**config.mk**
```make
export PLATFORM = sky130hd
export DESIGN_NAME = prio_arbiter
export DESIGN_NICKNAME = d
export VERILOG_FILES = /design/src/rtl/prio_arbiter.sv
export SDC_FILE = /design/constraint.sdc
export NUM_CORES = 1
export LEC_CHECK = 0
export ABC_AREA = 1
export BUFFER_PORTS_ARGS = -buffer_cell sky130_fd_sc_hd__buf_2
export CAP_MARGIN = 40
export CORE_MARGIN = 8
export CORE_UTILIZATION = 41
export DETAILED_ROUTE_END_ITERATION = 7
export RECOVER_POWER = 100
export SLEW_MARGIN = 20
export SYNTH_ARGS = -nofsm -noshare
export SYNTH_HDL_FRONTEND = slang
export SYNTH_SLANG_ARGS = --single-unit
```
**constraint.sdc**
```tcl
create_clock -name clk -period 2.6 [get_ports clk]
set_input_delay 0.26 -clock clk [delete_from_list [all_inputs] [get_ports clk]]
set_output_delay 0.26 -clock clk [all_outputs]
set_load 0.01 [all_outputs]
```
**src/rtl/prio_arbiter.sv**
```systemverilog
// rtl/prio_arbiter.sv - 8-way resource arbiter, fixed or round-robin priority with hold timeout
//
// Purpose:
//   Grants a shared resource to one of eight requesters. After a grant the
//   block stays BUSY until the grantee signals done, drops its request, or
//   holds the resource for HOLD_MAX cycles. It then spends one IDLE cycle
//   before it arbitrates again.
//
// Parameters:
//   RR_EN     1 = round-robin starting at ptr, 0 = fixed priority (highest index wins)
//   HOLD_MAX  maximum grant length in cycles; 0 disables the forced release
//
// Ports:
//   clk          rising-edge clock
//   rst          asynchronous active-high reset
//   req[7:0]     request lines, bit i = requester i
//   done         grantee releases the resource (sampled only in BUSY)
//   grant[7:0]   registered one-hot grant
//   grant_id     registered binary index of the grantee
//   grant_valid  high exactly when grant is nonzero
//   timeout      one-cycle pulse coincident with a forced release

module prio_arbiter #(
    parameter int RR_EN    = 1,
    parameter int HOLD_MAX = 15
) (
    input  logic       clk,
    input  logic       rst,
    input  logic [7:0] req,
    input  logic       done,
    output logic [7:0] grant,
    output logic [2:0] grant_id,
    output logic       grant_valid,
    output logic       timeout
);

    localparam int HCW = (HOLD_MAX < 1) ? 1 : $clog2(HOLD_MAX + 1);
    localparam logic [HCW-1:0] HOLD_LAST = (HOLD_MAX > 0) ? HCW'(HOLD_MAX - 1) : '0;
    localparam logic [HCW-1:0] HOLD_SAT  = '1;

    typedef enum logic {
        IDLE = 1'b0,
        BUSY = 1'b1
    } state_t;

    state_t           state_q, state_d;
    logic [7:0]       grant_q, grant_d;
    logic [2:0]       grant_id_q, grant_id_d;
    logic             grant_valid_q, grant_valid_d;
    logic             timeout_q, timeout_d;
    logic [2:0]       ptr_q, ptr_d;
    logic [HCW-1:0]   hold_cnt_q, hold_cnt_d;

    logic [2:0]       winner_id;
    logic             winner_found;
    logic [2:0]       scan_idx;
    logic             hold_hit;
    logic             req_drop;

    // Winner selection. Round-robin scans upward from ptr with 3-bit wrap;
    // fixed priority lets the last (highest) set bit overwrite earlier ones.
    always_comb begin
        winner_id    = 3'd0;
        winner_found = 1'b0;
        scan_idx     = 3'd0;
        for (int i = 0; i < 8; i++) begin
            if (RR_EN != 0) begin
                scan_idx = ptr_q + 3'(i);
                if (!winner_found && req[scan_idx]) begin
                    winner_id    = scan_idx;
                    winner_found = 1'b1;
                end
            end else if (req[i]) begin
                winner_id    = 3'(i);
                winner_found = 1'b1;
            end
        end
    end

    always_comb begin
        state_d       = state_q;
        grant_d       = grant_q;
        grant_id_d    = grant_id_q;
        grant_valid_d = grant_valid_q;
        timeout_d     = 1'b0;
        ptr_d         = ptr_q;
        hold_cnt_d    = hold_cnt_q;
        hold_hit      = 1'b0;
        req_drop      = 1'b0;

        case (state_q)
            IDLE: begin
                if (winner_found) begin
                    state_d       = BUSY;
                    grant_d       = 8'd1 << winner_id;
                    grant_id_d    = winner_id;
                    grant_valid_d = 1'b1;
                    hold_cnt_d    = '0;
                end
            end
            BUSY: begin
                hold_hit = (HOLD_MAX != 0) && (hold_cnt_q == HOLD_LAST);
                req_drop = !req[grant_id_q];
                if (done || req_drop || hold_hit) begin
                    state_d       = IDLE;
                    grant_d       = 8'd0;
                    grant_id_d    = 3'd0;
                    grant_valid_d = 1'b0;
                    ptr_d         = grant_id_q + 3'd1;
                    // A forced release is only reported when nothing else ended the grant.
                    timeout_d     = hold_hit && !done && !req_drop;
                end else if (hold_cnt_q != HOLD_SAT) begin
                    hold_cnt_d = hold_cnt_q + 1'b1;
                end
            end
            default: begin
                state_d = IDLE;
            end
        endcase
    end

    always_ff @(posedge clk or posedge rst) begin
        if (rst) begin
            state_q       <= IDLE;
            grant_q       <= 8'd0;
            grant_id_q    <= 3'd0;
            grant_valid_q <= 1'b0;
            timeout_q     <= 1'b0;
            ptr_q         <= 3'd0;
            hold_cnt_q    <= '0;
        end else begin
            state_q       <= state_d;
            grant_q       <= grant_d;
            grant_id_q    <= grant_id_d;
            grant_valid_q <= grant_valid_d;
            timeout_q     <= timeout_d;
            ptr_q         <= ptr_d;
            hold_cnt_q    <= hold_cnt_d;
        end
    end

    assign grant       = grant_q;
    assign grant_id    = grant_id_q;
    assign grant_valid = grant_valid_q;
    assign timeout     = timeout_q;

endmodule
```
==> run metrics, run 1 <==
status complete, no violations; compound-cell area share of the yosys netlist under 10%; main area contributors after synthesis dfrtp_1 28%, nand2_1 18%, nand3_1 9.7%; Post-Route WL about 4800 µm; hold path depth 4; hold path start done; first-pass GRT wire length roughly 8400 µm; startpoint types flop; commonest cells in the netlist 93 x nand2_1, 37 x nand3_1, 23 x nor2_1; CTS Buf Count 3; period utilization between 90% and 100%; CTS tree yes; GR Overflow Total 0; skew final ~6.6 ps; crit path time final 2366 ps; DIE AREA between 7000 and 8000 µm²; worst hold endpoint timeout; area grow syn2layout 13.17%; post-synthesis mux area share 0%; CP endpoint kind flop; antenna cells 0; Final Net Count 329; ys async rst share 100.0%; crit path from ptr_q[0]; syn avg cell area between 6 and 7 µm²; dominant synthesized flop cell dfrtp_1; adder-cell share of the synthesized area 3.277%; first-pass detailed-route iteration total 4; R2R depth 17; sequential share of the synthesized area about 28%; final-report hold violation count 0; CP Max Fanout 11; Port Buffers 23; Cell variety after synth 31; Ports 24; largest net degree at the start of global routing 22; die width roughly 84 µm; DPL Wire Length 3860 µm; Core Area roughly 4600 µm²; Syn Std Cell Area 1909 µm²; number of enable flip-flop cells after synthesis 0; H-tree Lvls 1; Overall Global Routing Usage 14.00%; vias in the first global route approximately 1900; clk_lat worst skew about 260 ps; CP arrival ~2500 ps; clk sinks 21; crit-path max cell delay ~360 ps; Tightest Pin Transition just over 1000 ps; CTS clock-pin slew for the worst setup and hold paths 80 ps; Final Instance Count excl. Fillers 366; chip height about 84 µm; Data required, critical path between 2000 and 3000 ps; cell family with most CP delay simple AND/OR/NAND/NOR gates; Synth Register Bits 21; First DRT Iteration DRCs 150; Starting Density between 40% and 50%; XOR/XNOR Fraction of Synth Area around 2.7%; fraction of layout instances using a drive strength above 1 between 20% and 30%; worst r2r dst hold_cnt_q[0]; synth warn 0; area leader, netlist dfrtp_1; DP Cell Count 359; final slew viol count 0; remaining routing DRC violations 0; final core occ between 40 and 50%; Synth top area share roughly 28%; crit-path cells buf_4, ha_2, inv_1, nand2_1, nand2_1, nand3_2, nand2_4, nor2_8, nand4_4, nor2_8, nand3_4, nor2_2, inv_2, nand2_4, inv_2, nand3_2, o21ai_2; fmax 422.7 MHz; Hold WS between 200 and 250 ps; vias between 1500 and 2000; Reg2Reg Setup Slack roughly 230 ps; Routed Antenna Nets 0; Post-Synthesis Cells about 280; Placer Congestion a little over 0.9; simple-gate portion of the synthesized area 49.08%; WS Path Type flop to flop; WP buf/inv 4; count leader, synth nand2_1; Hold Crit Class input pin to flop; routed len/inst around 13 µm; setup TNS 0 ps; Final Setup Violations 0; RSZ-0062 raised after global routing false; Critical-path top delay cell dfrtp_1; via/cell ratio a little over 5; initial antenna violation count 0; largest family of logic cells by synthesized area simple AND/OR/NAND/NOR gates; number of cell rows 25; Mapped Nets about 300; Max-cap violations 0; FF-to-FF Start ptr_q[0]; Clock Tree Root clkbuf_8; clock buffer depth 2; Slew headroom between 30% and 40%
sequential cells by signal, indices dropped and copies added, names as in the netlist:
signal,cells
grant,8
hold_cnt_q,4
grant_id,3
ptr_q,3
grant_valid,1
state_q,1
timeout,1
stage by stage:
stage | instance area [µm²] | worst slack, ps
3_5_place_dp | 2085 | 157.9
2_1_floorplan | 1909 | 234.7
5_1_grt | 2161 | 12.69
4_1_cts | 2131 | 139.4
6_report | 2161 | 234.4
3_3_place_gp | 2085 | 176.4
worst min-delay path, delay by kind of cell:
family | cells | cell delay (ps)
buffers and inverters | 2 | 100
and+or+nand+nor | 2 | 110
area by class of cell:
| type | count | area, µm² |
|---|---|---|
| fillers | 484 | 2437 |
| multi-input cells | 224 | 1249 |
| flip-flops and latches | 21 | 525.5 |
| repair buffers | 29 | 142.6 |
| inverters | 34 | 130.1 |
| well taps | 54 | 67.56 |
| clock buffers | 3 | 41.29 |
| clock inverters | 1 | 5.005 |
routing by layer:
metal	GRT usage [%]	up-vias	wire length, µm
li1	-	977	-
met1	17.82	852	2250
met2	22.98	48	2271
met3	1.452	13	173
met4	6.593	0	114
met5	0	-	0
worst max path at each step:
stage               endpoint  cells after the start
2_1_floorplan  hold_cnt_q[0]                     17
3_3_place_gp        grant[4]                     16
3_5_place_dp   hold_cnt_q[0]                     16
4_1_cts        hold_cnt_q[0]                     16
5_1_grt             grant[7]                     16
6_report       hold_cnt_q[0]                     17
cell usage in the layout (no fill, tap or decap), types with 2 or more instances in the layout:
master    count
buf_2        10
buf_4         4
clkbuf_1     14
clkbuf_8      3
dfrtp_1      21
ha_1          3
inv_1        21
inv_2        11
nand2_1      93
nand2_2       7
nand2_4       3
nand3_1      37
nand3_2       8
nand3_4       2
nand4_1       6
nor2_1       22
nor2_2        2
nor2_4        2
nor2_8        2
o21ai_0       9
o21ai_1       6
o21ai_2       5
o21bai_1      2
o22ai_1       3
xor2_1        3
kinds of logic after synthesis:
| family | Yosys count |
|---|---|
| and+or+nand+nor | 186 |
| buffers and inverters | 39 |
| AOI/OAI and AO/OA | 27 |
| DFF | 21 |
| xor gates and xnor gates | 5 |
| adders and majority gates | 5 |
what timing repair did:
| item | in CTS | in global routing |
|---|---|---|
| hold buffers | 0 | 1 |
| buffers inserted | 0 | 0 |
| hold endpoints to repair | 0 | 2 |
| resized for setup | 0 | 6 |
| endpoints found under the setup margin | 0 | 12 |
Power of run 1 is not shown: default switching activity piles up to over one toggle a cycle in this logic, so the estimate is an artifact.
==> inputs of run 2 (changes only) <==
--- a/config.mk
+++ b/config.mk
@@ -5,7 +5,6 @@
 export SDC_FILE = /design/constraint.sdc
 export NUM_CORES = 1
 export LEC_CHECK = 0
-export ABC_AREA = 1
 export BUFFER_PORTS_ARGS = -buffer_cell sky130_fd_sc_hd__buf_2
 export CAP_MARGIN = 40
 export CORE_MARGIN = 8
==> run metrics, run 2 <==
Final WS setup -258.9 ps; routed len/inst roughly 19 µm; area leader, netlist dfrtp_1; GR Overflow Total 0; violations in the final reports negative setup slack; Hold Crit Class input pin to flop; syn avg cell area about 10 µm²; clock buffer depth 2; CP endpoint kind flop; number of enable flip-flop cells after synthesis 0; crit-path cells inv_4, ha_4, mux4_2, mux2_4, o211a_1, a2111o_1, o21a_2, a32o_1; antenna cells 0; vias in the first global route approximately 1700; Clock Tree Root clkbuf_8; WS Path Type flop to flop; main area contributors after synthesis dfrtp_1 29%, mux4_2 14%, mux2i_1 3.9%; crit path from ptr_q[1]; Routed Antenna Nets 0; commonest cells in the netlist 21 x dfrtp_1, 13 x nand2_1, 11 x mux4_2, 11 x nor2_1, 10 x inv_1; crit path time final around 2900 ps; first-pass detailed-route iteration total 4; CTS tree yes; Max-cap violations 0; Syn Std Cell Area between 1500 and 2000 µm²; CTS Buf Count 3; chip height ~83 µm; final instance area 2499 µm²; simple-gate portion of the synthesized area roughly 17%; Overall Global Routing Usage 15.37%; period utilization 110.0%; status complete, but fails checks; Final Net Count 257; RSZ-0062 raised after global routing true; cell family with most CP delay compound AO/OA/AOI/OAI gates; DP Cell Count 275; Starting Density a little over two fifths; CP Max Fanout 5; Post-Route WL between 5000 and 6000 µm; CTS clock-pin slew for the worst setup and hold paths about 80 ps; leading cell type in the layout, fill and taps excluded buf_4; largest family of logic cells by synthesized area multiplexers; die width 82.59 µm; Slew headroom 38.88%; ys async rst share 100.0%; max FFs per register 8; Mapped Nets just under 200; WP buf/inv 1; largest net degree at the start of global routing 22; hold path start done; Cell variety after synth 58; Final Instance Count excl. Fillers around 290; vias 1776; compound-cell area share of the yosys netlist about a fifth; XOR/XNOR Fraction of Synth Area 1.927%; Port Buffers 23; Placer Congestion slightly above 0.8; remaining routing DRC violations 0; clk_lat worst skew 260 ps; post-synthesis mux area share roughly 23%; crit-path max cell delay 620 ps; fmax roughly 350 MHz; First DRT Iteration DRCs around 100; Tightest Pin Transition 916.7 ps; final slew viol count 0; Placed Area approximately 2200 µm²; initial antenna violation count 0; Data required, critical path approximately 2800 ps; CP arrival around 3000 ps; Synth top area share ~29%; DPL Wire Length about 3700 µm; sequential share of the synthesized area between 20% and 30%; dominant synthesized flop cell dfrtp_1; fraction of layout instances using a drive strength above 1 46.25%; Post-Synthesis Cells 177; skew final a little over 3 ps; startpoint types flop; clk sinks 21; Hold WS approximately 180 ps; Critical-path top delay cell mux4_2; first-pass GRT wire length slightly above 8000 µm; FF-to-FF Start ptr_q[1]; final-report hold violation count 0; adder-cell share of the synthesized area 3.441%; count leader, synth dfrtp_1; Core Area between 4000 and 5000 µm²; area grow syn2layout 37.44%; via/cell ratio between 6 and 7; most frequent cells in the layout 39 x buf_4, 21 x dfrtp_1, 14 x clkbuf_1, 12 x mux4_2, 11 x buf_2; Synth Register Bits 21; H-tree Lvls 1; Final Setup Violations 16; synth warn 0; number of cell rows 24; Ports 24; DIE AREA between 6000 and 7000 µm²
==> run 2: cell types whose count changed after synthesis, moves of 11 or more <==
cell     delta
nor2_1     -12
inv_2      -12
inv_1      -11
nand3_1    -30
nand2_1    -80
mux4_2     +11
==> run 2: final timing paths <==
path / to / slack, ps / cells past startpoint
setup reg to reg: grant[6] / -260 / 8
setup / recovery: grant[6] / -260 / 8
min in group asynchronous: grant_id[0] / 440 / 3
hold / removal: timeout / 180 / 2
max in group asynchronous: grant_id[1] / 1080 / 4
hold reg to reg: grant_valid / 490 / 2
==> run 2: final cells by class <==
class	instances	area, µm²
Fill cell	386	1826
Multi-Input combinational cell	136	1366
Sequential cell	21	525.5
Timing Repair Buffer	69	455.4
Tap cell	52	65.06
Clock buffer	3	41.29
Inverter	10	40.04
Clock inverter	1	5.005
==> run 2: per-layer routing <==
metal / up-vias / global-route usage (%) / share of wire, %
met3: 15 / 1.623 / 2.7
met4: 0 / 5.172 / 3.0
met2: 38 / 27.09 / 53
met5: - / 0 / 0
li1: 824 / - / -
met1: 899 / 19.04 / 41
==> run 2: cell families after synthesis <==
| logic type | after synthesis |
|---|---|
| and+or+nand+nor | 53 |
| AOI/OAI and AO/OA | 48 |
| muxes | 25 |
| buffers and inverters | 21 |
| DFF | 21 |
| adders and majority gates | 5 |
| xor gates and xnor gates | 4 |
==> run 2: per-stage QoR <==
stage | TNS [ps] | setup slack (ps) | utilization [%]
2_1_floorplan | -4837 | -392.7 | -
3_3_place_gp | -2393 | -197.0 | 51.27
3_5_place_dp | -3380 | -258.1 | 51.27
4_1_cts | -3061 | -232.5 | 54.11
5_1_grt | -4808 | -409.1 | 57.78
6_report | -3081 | -258.9 | 57.78
==> run 2: repair_timing <==
item	4_1_cts	5_1_grt
pin swaps	3	14
endpoints found under the setup margin	16	17
hold endpoints to repair	0	5
resized for setup	13	28
hold buffers	0	1
setup buffers	3	8
cloned	0	1
Power of run 2 is left out for the same reason.
